==> src/rtl/alu_pkg.sv <==
// Shared definitions for the ALU issue stage: command codes, the parked command,
// the FSM state encoding and the request record stored in the request FIFO.
package alu_pkg;

    localparam logic [3:0] CMD_ADD  = 4'h0;
    localparam logic [3:0] CMD_SUB  = 4'h1;
    localparam logic [3:0] CMD_AND  = 4'h2;
    localparam logic [3:0] CMD_OR   = 4'h3;
    localparam logic [3:0] CMD_NOT  = 4'h4;
    localparam logic [3:0] CMD_PARK = 4'hF;
    localparam logic [3:0] CMD_MAX  = 4'h4;

    typedef enum logic [1:0] {
        ST_IDLE,
        ST_ISSUE,
        ST_CAPTURE,
        ST_RESP
    } seq_state_t;

    typedef struct packed {
        logic [7:0] a;
        logic [7:0] b;
        logic [3:0] cmd;
    } alu_req_t;

    function automatic logic cmd_is_illegal(input logic [3:0] cmd);
        return cmd > CMD_MAX;
    endfunction

endpackage

==> src/rtl/alu_req_fifo.sv <==
// DEPTH-entry synchronous FIFO of ALU requests (a, b, cmd). Show-ahead read port:
// rd_data always presents the head entry; push when full and pop when empty are ignored.
import alu_pkg::*;

module alu_req_fifo #(
    parameter int DEPTH = 4,
    localparam int PTR_W = $clog2(DEPTH),
    localparam int CNT_W = PTR_W + 1
) (
    input  logic             clk_in,
    input  logic             rst_in,
    input  logic             push,
    input  alu_req_t         wr_data,
    input  logic             pop,
    output alu_req_t         rd_data,
    output logic             full,
    output logic             empty,
    output logic [CNT_W-1:0] count
);

    localparam logic [CNT_W-1:0] DEPTH_CNT = CNT_W'(DEPTH);

    alu_req_t         mem [DEPTH];
    logic [PTR_W-1:0] wr_ptr;
    logic [PTR_W-1:0] rd_ptr;
    logic             push_ok;
    logic             pop_ok;

    assign full    = (count == DEPTH_CNT);
    assign empty   = (count == '0);
    assign push_ok = push && !full;
    assign pop_ok  = pop && !empty;
    assign rd_data = mem[rd_ptr];

    // Storage is not reset; a flush only needs the pointers and count cleared.
    always_ff @(posedge clk_in) begin
        if (push_ok) begin
            mem[wr_ptr] <= wr_data;
        end
    end

    always_ff @(posedge clk_in) begin
        if (rst_in) begin
            wr_ptr <= '0;
            rd_ptr <= '0;
            count  <= '0;
        end else begin
            if (push_ok) begin
                wr_ptr <= wr_ptr + PTR_W'(1);
            end
            if (pop_ok) begin
                rd_ptr <= rd_ptr + PTR_W'(1);
            end
            case ({push_ok, pop_ok})
                2'b10:   count <= count + CNT_W'(1);
                2'b01:   count <= count - CNT_W'(1);
                default: count <= count;
            endcase
        end
    end

endmodule

==> src/rtl/alu_op_sequencer.sv <==
// Issue stage for the combinational 8-bit ALU: queues requests, sequences each one
// through ISSUE/CAPTURE, and returns results in order. Optional ALU_SEQ_CMD_CHECK_EN.
import alu_pkg::*;

module alu_op_sequencer #(
    parameter int DEPTH = 4
) (
    input  logic        clk_in,
    input  logic        rst_in,
    input  logic        req_valid_in,
    output logic        req_ready_out,
    input  logic [7:0]  req_a_in,
    input  logic [7:0]  req_b_in,
    input  logic [3:0]  req_cmd_in,
    output logic [7:0]  alu_a_out,
    output logic [7:0]  alu_b_out,
    output logic [3:0]  alu_cmd_out,
    output logic        alu_oe_out,
    input  logic [15:0] alu_d_in,
    output logic        rsp_valid_out,
    input  logic        rsp_ready_in,
    output logic [15:0] rsp_data_out,
    output logic        rsp_err_out
);

    localparam int CNT_W = $clog2(DEPTH) + 1;
    localparam logic [CNT_W-1:0] DEPTH_CNT = CNT_W'(DEPTH);

    seq_state_t       state;
    alu_req_t         wr_req;
    alu_req_t         head;
    logic             fifo_push;
    logic             fifo_pop;
    logic             fifo_full;
    logic             fifo_empty;
    logic [CNT_W-1:0] fifo_count;
    logic             head_illegal;
    logic             op_illegal;

    assign wr_req        = '{a: req_a_in, b: req_b_in, cmd: req_cmd_in};
    assign req_ready_out = (fifo_count < DEPTH_CNT);
    assign fifo_push     = req_valid_in && !fifo_full;
    assign fifo_pop      = !fifo_empty &&
                           ((state == ST_IDLE) || ((state == ST_RESP) && rsp_ready_in));

`ifdef ALU_SEQ_CMD_CHECK_EN
    assign head_illegal = cmd_is_illegal(head.cmd);
`else
    assign head_illegal = 1'b0;
`endif

    alu_req_fifo #(.DEPTH(DEPTH)) u_fifo (
        .clk_in  (clk_in),
        .rst_in  (rst_in),
        .push    (fifo_push),
        .wr_data (wr_req),
        .pop     (fifo_pop),
        .rd_data (head),
        .full    (fifo_full),
        .empty   (fifo_empty),
        .count   (fifo_count)
    );

    // Illegal commands keep the ALU parked and disabled but still walk the same
    // ISSUE/CAPTURE cycles, so response timing never depends on the command.
    always_ff @(posedge clk_in) begin
        if (rst_in) begin
            state         <= ST_IDLE;
            alu_a_out     <= '0;
            alu_b_out     <= '0;
            alu_cmd_out   <= CMD_PARK;
            alu_oe_out    <= 1'b0;
            rsp_valid_out <= 1'b0;
            rsp_data_out  <= '0;
            rsp_err_out   <= 1'b0;
            op_illegal    <= 1'b0;
        end else begin
            case (state)
                ST_IDLE: begin
                    if (!fifo_empty) begin
                        alu_a_out   <= head.a;
                        alu_b_out   <= head.b;
                        alu_cmd_out <= head_illegal ? CMD_PARK : head.cmd;
                        op_illegal  <= head_illegal;
                        state       <= ST_ISSUE;
                    end
                end
                ST_ISSUE: begin
                    alu_oe_out <= !op_illegal;
                    state      <= ST_CAPTURE;
                end
                ST_CAPTURE: begin
                    alu_oe_out    <= 1'b0;
                    alu_cmd_out   <= CMD_PARK;
                    rsp_valid_out <= 1'b1;
                    rsp_data_out  <= op_illegal ? 16'h0000 : alu_d_in;
                    rsp_err_out   <= op_illegal;
                    state         <= ST_RESP;
                end
                ST_RESP: begin
                    if (rsp_ready_in) begin
                        rsp_valid_out <= 1'b0;
                        if (!fifo_empty) begin
                            alu_a_out   <= head.a;
                            alu_b_out   <= head.b;
                            alu_cmd_out <= head_illegal ? CMD_PARK : head.cmd;
                            op_illegal  <= head_illegal;
                            state       <= ST_ISSUE;
                        end else begin
                            state <= ST_IDLE;
                        end
                    end
                end
                default: state <= ST_IDLE;
            endcase
        end
    end

endmodule

==> config.mk <==
export PLATFORM = sky130hd
export DESIGN_NAME = alu_op_sequencer
export DESIGN_NICKNAME = d
export VERILOG_FILES = /design/src/rtl/alu_pkg.sv /design/src/rtl/alu_req_fifo.sv /design/src/rtl/alu_op_sequencer.sv
export SDC_FILE = /design/constraint.sdc
export NUM_CORES = 1
export LEC_CHECK = 0
export ABC_AREA = 1
export CORE_ASPECT_RATIO = 0.8
export CORE_MARGIN = 2
export CORE_UTILIZATION = 53
export DETAILED_ROUTE_END_ITERATION = 12
export PLACE_DENSITY = 0.83
export SLEW_MARGIN = 20
export SYNTH_ARGS = -nofsm -noshare
export SYNTH_HDL_FRONTEND = slang
export SYNTH_HIERARCHICAL = 1
export SYNTH_SLANG_ARGS = --single-unit
export TNS_END_PERCENT = 30
==> constraint.sdc <==
create_clock -name clk_in -period 2.74 [get_ports clk_in]
set_clock_uncertainty 0.05 [all_clocks]
set_input_delay 0.548 -clock clk_in [delete_from_list [all_inputs] [get_ports clk_in]]
set_output_delay 0.548 -clock clk_in [all_outputs]
set_load 0.1 [all_outputs]
==> summary.txt <==
Layout
  – P&R area growth vs syn: 26.9%
  – Layout cells sized above 1: between 10% and 20%
  – Post-route cell area: around 6600 sq um
  – Post-route insts no fill: a little under 700
  – Final net count: between 600 and 700
  – Ant. Diodes: 0

Global routing
  – Met2 Usage GRT: roughly 35%
  – Gr busiest metal: met2
  – Initial antenna violation count: 0
  – Largest net degree at the start of global routing: 41
  – Met1 GRT Util: around 28%
  – Global-route wire length before repair: approximately 17 mm
  – Vias in the first global route: roughly 3,500
  – Global route overflow: 0
  – GRT Total Usage: between 20% and 30%
  – Global-route track usage on met3: 6.35%

Floorplan
  – Initial core utilization: 54.3%
  – Row count: 32
  – # IOs: 80
  – Core box area: roughly 9600 sq um
  – Die X: about 110 microns
  – Die Ht: slightly above 90 microns
  – Die area: between 10,000 and 15,000 sq um

Clock tree
  – Post-CTS setup buffer count: 0
  – TritonCTS Buffers: 17
  – CTS Buffer Depth: 2
  – H-tree depth: 4
  – Clock tree sinks: ~130
  – Later-pin clock latency in the skew report: approximately 0.4 ns
  – Post-CTS Resized: 0
  – Root buf cell: clkbuf_16
  – CTS tree: done
  – Clk slew on worst S/H paths: 0.06 ns
  – Post-CTS Hold Buffers: 0

Route
  – Drt total wl: between 10 and 15 mm
  – Via Count: 3,764
  – Post-DRT Antenna Nets: 0
  – DR iter-0 viols: 340
  – Drt drc: 0
  – Drt wl/cell: about 16 microns
  – Vias per cell: 5.42
  – DRT Pass-1 Iters: 5

Power
  – Pwr Density: ~1300 nW/um^2
  – Peak supply drop: 716 uV
  – Sw frac: a little over two fifths
  – Leakage power: around 0.0025 uW
  – Clock power share: between 20% and 30%
  – Flop pwr share: between 30% and 40%
  – Total power: 8790 uW
  – P_int: 5000 uW
  – Combinational share of power: 41.6%
  – NetSw: 3790 uW

Yosys
  – Synth Instances: 480
  – Number of synthesized register bits: roughly 130
  – Synth Flop Type: edfxtp_1
  – Share of the synthesized area in the top cell type: between 40% and 50%
  – Synthesized area per cell: around 11 sq um
  – Fraction of registers with async set/reset: 0%
  – Post-synth top cells: 80 x edfxtp_1, 62 x nand2_1, 57 x nor2_1
  – Mapped cell area: approximately 5200 sq um
  – Synth area leader: edfxtp_1
  – Most common cell in the netlist: edfxtp_1
  – EDFF count, synth: 80
  – Ys Warns: 6
  – Most area-consuming cells after synthesis: edfxtp_1 46%, dfxtp_1 20%, nand2_1 4.5%
  – Mapped Nets: 531
  – Number of distinct library cells after synthesis: 26
  – Seq/Total Area, Yosys: around 66%

Timing
  – Hold Vio Cnt, Final: 0
  – Slew Viols, Final: 0
  – Tmin final: around 2.4 ns
  – Setup TNS: 0 ns
  – Unrepaired setup endpoints after global routing: false
  – F_max: 410 MHz
  – Final worst setup slack: roughly 0.30 ns
  – Crit share post-route: roughly nine tenths
  – Worst Tran Pin Value: about 0.7 ns
  – Slew headroom: a little over half
  – # setup viols final: 0

Setup path
  – Critical Path Source Type: register
  – WP data arrival: ~2.7 ns
  – CP max FO: 6
  – Crit end category: register
  – Reg2Reg Setup Slack: 0.30 ns
  – Worst r2r src: u_fifo/count[2]$_SDFFE_PP0P_
  – Worst r2r path cells: 15
  – WS Path Type: reg -> reg
  – WP data required: about 3.0 ns
  – Reg2Reg Capture Point: u_fifo/count[2]$_SDFFE_PP0P_

Worst hold path
  – Worst Hold End: op_illegal$_SDFFE_PP0P_
  – Worst Hold Depth: 2
  – HP Class: reg -> reg
  – Origin of the worst min-delay path: op_illegal$_SDFFE_PP0P_

Placement
  – Hpwl dp: a little under 7 mm
  – Worst slack at placement: between 0.02 and 0.03 ns
  – Input/output buffers: ~80
  – Final Wtd Congestion: just under 0.8
  – # placed instances: about 660
  – DP Area: roughly 6000 sq um

Run
  – Max-Cap Viols: 0

Status
  – Outcome: complete, no violations
[how the worst max path moves through the flow]
stage	from	to	slack [ns]	depth (start not counted)
6_report	u_fifo/count[2]$_SDFFE_PP0P_	u_fifo/count[2]$_SDFFE_PP0P_	0.30	15
3_5_place_dp	rsp_ready_in	u_fifo/count[2]$_SDFFE_PP0P_	0.03	14
3_3_place_gp	rsp_ready_in	u_fifo/count[2]$_SDFFE_PP0P_	0.15	14
2_1_floorplan	u_fifo/count[1]$_SDFFE_PP0P_	u_fifo/mem[0][0]$_DFFE_PP_	0.46	6
4_1_cts	state[0]$_SDFFE_PP0P_	u_fifo/count[2]$_SDFFE_PP0P_	0.32	14
5_1_grt	state[0]$_SDFFE_PP0P_	u_fifo/count[2]$_SDFFE_PP0P_	0.12	14
[layer usage]
| layer | up-vias | wire, microns |
|---|---|---|
| li1 | 1827 | - |
| met5 | - | 0 |
| met2 | 184 | 5190 |
| met4 | 0 | 184 |
| met1 | 1735 | 4680 |
| met3 | 18 | 943 |
[cell type report]
class,count,area [sq um]
Tap cell,119,149
Inverter,35,131
Clock buffer,18,429
Sequential cell,131,3420
Timing Repair Buffer,86,743
Fill cell,673,2980
Clock inverter,14,210
Multi-Input combinational cell,292,1510
[power by group through the flow]
stage | Sequential [uW] | Clock [uW] | Combinational (uW)
floorplan | 4120 | 0 | 1540
global placement | 2730 | 0 | 3550
detailed placement | 2750 | 0 | 3620
CTS | 2710 | 2450 | 3660
global route | 2750 | 2540 | 3900
finish | 2710 | 2420 | 3660
[state kept, by name, indices dropped and copies added (netlist names), named ones only]
name and cells:
alu_a_out 8, u_fifo/wr_ptr 2, rsp_err_out 1, alu_oe_out 1, rsp_data_out 16, op_illegal 1
u_fifo/count 3, u_fifo/rd_ptr 2, rsp_valid_out 1, alu_cmd_out 4, alu_b_out 8, u_fifo/mem 80
state 2
[metrics by stage]
step | hold WS (ns) | util, %
after CTS | 0.399 | 68.9
after floorplan | 0.371 | -
after detailed placement | 0.390 | 62.2
after global placement | 0.385 | 62.2
final | 0.396 | 68.9
after global routing | 0.420 | 68.9
[critical path, cell delays in order (launching register included)]
cell and delay, ns:
dfxtp_1 0.36, inv_1 0.08, nand3_1 0.17, inv_1 0.18, a21oi_1 0.26, inv_1 0.09
nor2_1 0.13, ha_1 0.19, inv_1 0.07, fa_1 0.38, inv_1 0.07, nand2_1 0.07
nand3_1 0.07, nand2_1 0.06, inv_1 0.06, nor2_1 0.04
[cells by family (layout without fill, tap and decap cells)]
family,Yosys count,after routing,synth area share [%]
buffers and inverters,57,153,5.08
AO/OA/AOI/OAI,110,110,11.8
flip-flops,131,131,65.9
AND/OR/NAND/NOR,171,171,14.4
adder cells (fa/ha/maj),11,11,2.79
[cell usage in the layout, fill, tap and decap left out, types with 2 or more instances in the layout]
master and count:
o21ai_0 7, clkinv_1 2, nand3_1 27, inv_1 32, a21oi_2 10, nand2_1 62
a21oi_1 33, clkinv_2 2, clkdlybuf4s50_1 39, edfxtp_1 80, inv_2 3, o21ai_1 40
ha_1 10, o22ai_1 20, buf_4 47, nor2_1 57, clkbuf_16 17, clkinv_4 3
nand2_2 12, bufinv_16 5, or2_2 4, nand4_1 5, dfxtp_1 51
(Power assumes the default switching activity.)
==> RTL edit 1, RTL diff (same settings) <==
Encoding of `seq_state_t`: now Gray code (2 bits for 4 states).
--- a/src/rtl/alu_pkg.sv
+++ b/src/rtl/alu_pkg.sv
@@ -11,10 +11,10 @@
     localparam logic [3:0] CMD_MAX  = 4'h4;
 
     typedef enum logic [1:0] {
-        ST_IDLE,
-        ST_ISSUE,
-        ST_CAPTURE,
-        ST_RESP
+        ST_IDLE    = 2'b00,
+        ST_ISSUE   = 2'b01,
+        ST_CAPTURE = 2'b11,
+        ST_RESP    = 2'b10
     } seq_state_t;
 
     typedef struct packed {
Function: no difference found for any inputs over 4 cycles, from zero or initial values and one cycle with rst_in high; so few cycles prove little.
==> RTL edit 1 against the unedited design <==
Total power is 12% lower. Design area down 2.6%. Routed wire length rose by 1.5%. Count of clock-buffer cells in the layout is 2 higher. Combinational power fell by 20%. Sequential cell count unchanged. Area after synthesis down 1.8%. Setup slack better by 41 ps. Highest routed layer unchanged.
==> RTL edit 1: results (changes against the unedited design) <==
Status -> finished clean
Number of fill cells in the layout -> 627 (-6.8%)
Min Hold Slack -> 401 ps (+5.09 ps)
Initial DRC Count -> 373 (+9.7%)
# diodes -> 0 (unchanged)
Clk_lat worst skew -> 410 ps (about the same)
CTS-repair resized insts -> 0 (unchanged)
Largest delay contributor family on the critical path -> simple AND/OR/NAND/NOR gates
Final wirelength -> 11.2 mm (+1.5%)
Distinct cells, synth -> 26 (unchanged)
Largest net degree at the start of global routing -> 41 (unchanged)
Max FO, Critical Path -> 5 (-1)
CTS Root Cell -> clkbuf_16
Vias in the first global route -> 3611 (+1.8%)
Post-synthesis async set-or-reset flop share -> 0% (unchanged)
Min-Delay Path Depth -> 2 (unchanged)
H-tree levels -> 4 (unchanged)
Hold crit path type -> flop to flop
Seq/Total Area, Yosys -> 67.1% (+1.2 points)
Commonest cells in the synthesized netlist -> edfxtp_1, nor2_1, nand2_1, dfxtp_1, o21ai_1
Final setup fails -> 0 (unchanged)
PortBufs -> 79 (unchanged)
FF-to-FF End -> u_fifo/count[2]$_SDFFE_PP0P_
Number of synthesized flops with an enable pin -> 80 (unchanged)
Postcts setup bufs -> 0 (unchanged)
R2r setup slk -> 340 ps (+40 ps)
Gpl congestion -> 0.751 (-4.9%)
YS warnings -> 6 (unchanged)
Critical path arrival -> 2650 ps (-50 ps)
Hold Path End -> rsp_data_out[6]$_SDFFE_PP0P_
Pre-Repair DR Iteration Count -> 4 (-1)
Syn nets -> 515 (-3.0%)
HP Start -> rsp_data_out[6]$_SDFFE_PP0P_
CTS Buffer Depth -> 2 (unchanged)
Vias per Instance -> 5.52 (+1.9%)
Leakage -> 2.57 nW (+1.5%)
Total track usage -> 22.2% (+0.39 points)
Slowest cell on crit path -> dfxtp_1
First-pass GRT wire length -> 17.8 mm (+2.1%)
R2R cell count -> 17 (+2)
DP Wirelength -> 6.65 mm (-2.2%)
Post-synth top area cell -> edfxtp_1
Relative slew slack -> 52.7% (-1.3 points)
Share of cells above drive strength 1 -> 14.7% (-3.9 points)
Worst reg2reg startpoint -> u_fifo/count[2]$_SDFFE_PP0P_
NumNets Final -> 599 (-2.4%)
Largest registers -> u_fifo/mem x80, rsp_data_out x16
Initial antenna violation count -> 0 (unchanged)
Peak VDD IR -> 0.000639 V (-11%)
Top cells by area, synth -> edfxtp_1, dfxtp_1, nor2_1, nand2_1, o21ai_1
Slowest stage delay, CP -> 390 ps
Number of buffers created by CTS -> 17 (unchanged)
Sequential Area -> 3420 µm² (unchanged)
Placed cell areas -> 5850 µm² (-1.8%)
Clock-pin slew on the worst setup and hold paths -> 50 ps
RTL edit 1: cell types whose count changed after synthesis, sizes merged, moves of 5 or more:
cell,change
inv,-6
nand3b,+16
nor2,+15
nand2,-10
nand3,+7
ha,-5
a21oi,-16
RTL edit 1: cells by family after synthesis:
logic type	after synthesis	synth area share (%)
AND/OR/NAND/NOR	190	16.7
flip-flops	131	67.1
buffers and inverters	52	5.20
AO/OA/AOI/OAI	90	9.33
adder cells (fa/ha/maj)	6	1.62
RTL edit 1: layer usage:
metal	routed length (µm)	up-vias	part of all wire (%)	track usage, %
met4	133	0	1.2	7.52
met5	0	-	0	0
met1	4850	1811	43	28.3
li1	-	1797	-	-
met2	5440	132	49	36.2
met3	741	14	6.6	6.87
RTL edit 1: how the worst max path moves through the flow:
stage          slack (ps)  cells after the start                      endpoint                         start
2_1_floorplan         460                      6    u_fifo/mem[0][0]$_DFFE_PP_  u_fifo/count[1]$_SDFFE_PP0P_
4_1_cts               380                     17  u_fifo/count[2]$_SDFFE_PP0P_  u_fifo/count[2]$_SDFFE_PP0P_
5_1_grt               100                     17  u_fifo/count[2]$_SDFFE_PP0P_  u_fifo/count[2]$_SDFFE_PP0P_
3_3_place_gp          230                     16  u_fifo/count[2]$_SDFFE_PP0P_                  rsp_ready_in
3_5_place_dp          150                     16  u_fifo/count[2]$_SDFFE_PP0P_                  rsp_ready_in
6_report              340                     17  u_fifo/count[2]$_SDFFE_PP0P_  u_fifo/count[2]$_SDFFE_PP0P_
RTL edit 1: area by class of cell:
type,count,share of cell area (%)
Multi-Input combinational cell,286,22.0
Inverter,29,1.73
Clock buffer,20,6.80
Tap cell,115,2.24
Clock inverter,11,2.12
Sequential cell,131,53.3
Timing Repair Buffer,88,11.8
RTL edit 1: through the flow:
step | std cells | total power, W | worst slack [ps]
3_3_place_gp | 649 | 0.00546 | 225
4_1_cts | 680 | 0.00777 | 385
6_report | 680 | 0.00775 | 340
3_5_place_dp | 649 | 0.00555 | 150
5_1_grt | 680 | 0.00811 | 102
2_1_floorplan | 469 | 0.00493 | 462
RTL edit 1: worst register-to-register path, stage by stage, from the launching register on:
cell	delay (ps)
dfxtp_1	390
inv_1	90
nand3_1	180
inv_1	120
nor2_4	100
nand2_1	70
inv_1	110
inv_1	50
nor2_1	110
ha_1	190
inv_1	80
fa_1	380
inv_1	70
nand2_1	70
nand3_1	80
nand2_1	60
inv_1	50
nor2_1	40
RTL edit 1: where the power goes:
part           switching, W  internal, W  total [W]
Clock              0.000785      0.00142    0.00220
Sequential         0.000164      0.00247    0.00264
Combinational       0.00214     0.000776    0.00292
==> RTL edit 2, RTL diff (same flow settings) <==
Made on the original files. `DEPTH` is set to 4 in 2 places; all go to 2.
--- a/src/rtl/alu_req_fifo.sv
+++ b/src/rtl/alu_req_fifo.sv
@@ -3,7 +3,7 @@
 import alu_pkg::*;
 
 module alu_req_fifo #(
-    parameter int DEPTH = 4,
+    parameter int DEPTH = 2,
     localparam int PTR_W = $clog2(DEPTH),
     localparam int CNT_W = PTR_W + 1
 ) (
--- a/src/rtl/alu_op_sequencer.sv
+++ b/src/rtl/alu_op_sequencer.sv
@@ -3,7 +3,7 @@
 import alu_pkg::*;
 
 module alu_op_sequencer #(
-    parameter int DEPTH = 4
+    parameter int DEPTH = 2
 ) (
     input  logic        clk_in,
     input  logic        rst_in,
Behaviour: not the same (Yosys sat finds a counterexample within 4 cycles, from zero or initial values and one cycle with rst_in high).
==> RTL edit 2 against the unedited design <==
Global-route usage decreased by 2.3 points. Area after synthesis decreased by 33%. Design area fell by 33%. Sequential cell count is 44 lower. Total power shrank 36%. Critical path depth down 9. Routed wire length shrank 38%. Setup slack better by 450 ps. Critical path type unchanged. Critical endpoint is now alu_a_out[3]$_SDFFE_PP0P_.
==> RTL edit 2: results (changes against the unedited design) <==
DP Worst Slack -> 513 ps (+484 ps)
FF-to-FF End -> alu_a_out[3]$_SDFFE_PP0P_
Peak VDD IR -> 0.00110 V (+53%)
Largest net degree at the start of global routing -> 24 (-41%)
Critical path arrival -> 2140 ps (-560 ps)
Share of cells above drive strength 1 -> 28.6% (+10 points)
Cell Count, Final, Fillers Out -> 489 (-30%)
CTS Root Cell -> clkbuf_8
Total track usage -> 19.5% (-2.3 points)
Gpl congestion -> 0.749 (-5.2%)
Avg Cell Area, Syn -> 10.9 µm² (+1.0%)
Slowest cell on crit path -> nor2_4
Largest delay contributor family on the critical path -> simple AND/OR/NAND/NOR gates
Vias in the first global route -> 2419 (-32%)
Worst reg2reg startpoint -> state[0]$_SDFFE_PP0P_
Number of synthesized flops with an enable pin -> 40 (-50%)
Clk_lat worst skew -> 340 ps (-70 ps)
Seq/Total Area, Yosys -> 61.6% (-4.3 points)
First-pass GRT wire length -> 11.0 mm (-37%)
Number of buffers created by CTS -> 9 (-8)
Slowest stage delay, CP -> 440 ps (+60 ps)
Commonest cells in the synthesized netlist -> nand2_1, dfxtp_1, edfxtp_1, a21oi_1, nand3_1
Number of fill cells in the layout -> 495 (-26%)
Via count -> 2472 (-34%)
Top cells by area, synth -> edfxtp_1, dfxtp_1, mux2_2, nand2_1, a21oi_1
NumNets Final -> 446 (-27%)
Setup crit end -> alu_a_out[3]$_SDFFE_PP0P_
Status -> finished clean
-- RTL edit 2: cell types whose count changed after synthesis, sizes merged, moves of 11 or more --
cell    delta
o22ai     -20
mux2      +20
nor2      -37
edfxtp    -40
inv       -11
o21ai     -41
-- RTL edit 2: kinds of logic (layout without fill, tap and decap cells) --
group / count (synthesis) / after routing / share of synthesized area (%)
and+or+nand+nor: 125 / 125 / 17.1
buffers and inverters: 36 / 123 / 5.26
adders and majority gates: 6 / 6 / 2.16
DFF: 87 / 87 / 61.6
AOI/OAI and AO/OA: 44 / 44 / 7.42
muxes: 20 / 20 / 6.48
-- RTL edit 2: routing by layer --
| layer | up-vias | share of wire [%] | global-route usage, % |
|---|---|---|---|
| li1 | 1233 | - | - |
| met1 | 1158 | 43 | 22.9 |
| met2 | 73 | 50 | 34.4 |
| met3 | 8 | 5.2 | 4.65 |
| met4 | 0 | 1.3 | 7.39 |
| met5 | - | 0 | 0 |
-- RTL edit 2: power breakdown --
part	internal, W	switching (W)
clock network	0.000423	0.000425
logic	0.000739	0.00215
registers	0.00172	0.000190
total	0.00288	0.00277
-- RTL edit 2: final cells by class --
type	instances	area [µm²]	area share, %
clock buffer	11	131	2.98
clock inverter	5	57.6	1.30
inverter	24	90.1	2.04
multi-input combinational	195	1150	26.1
sequential	87	2140	48.5
tap	84	105	2.38
timing repair buffer	83	733	16.6
-- RTL edit 2: metrics by stage --
| step | area (µm²) | hold WS, ps |
|---|---|---|
| floorplan | 3480 | 371 |
| global placement | 4220 | 386 |
| detailed placement | 4220 | 382 |
| CTS | 4410 | 395 |
| global route | 4410 | 407 |
| finish | 4410 | 395 |
-- RTL edit 2: worst register-to-register path, delay by kind of cell, from the launching register on --
kind            cells  cell delay, ps
flops               1             400
simple gates        3             840
compound gates      1              70
fa+ha+maj           1             380
buf+inv             1             110
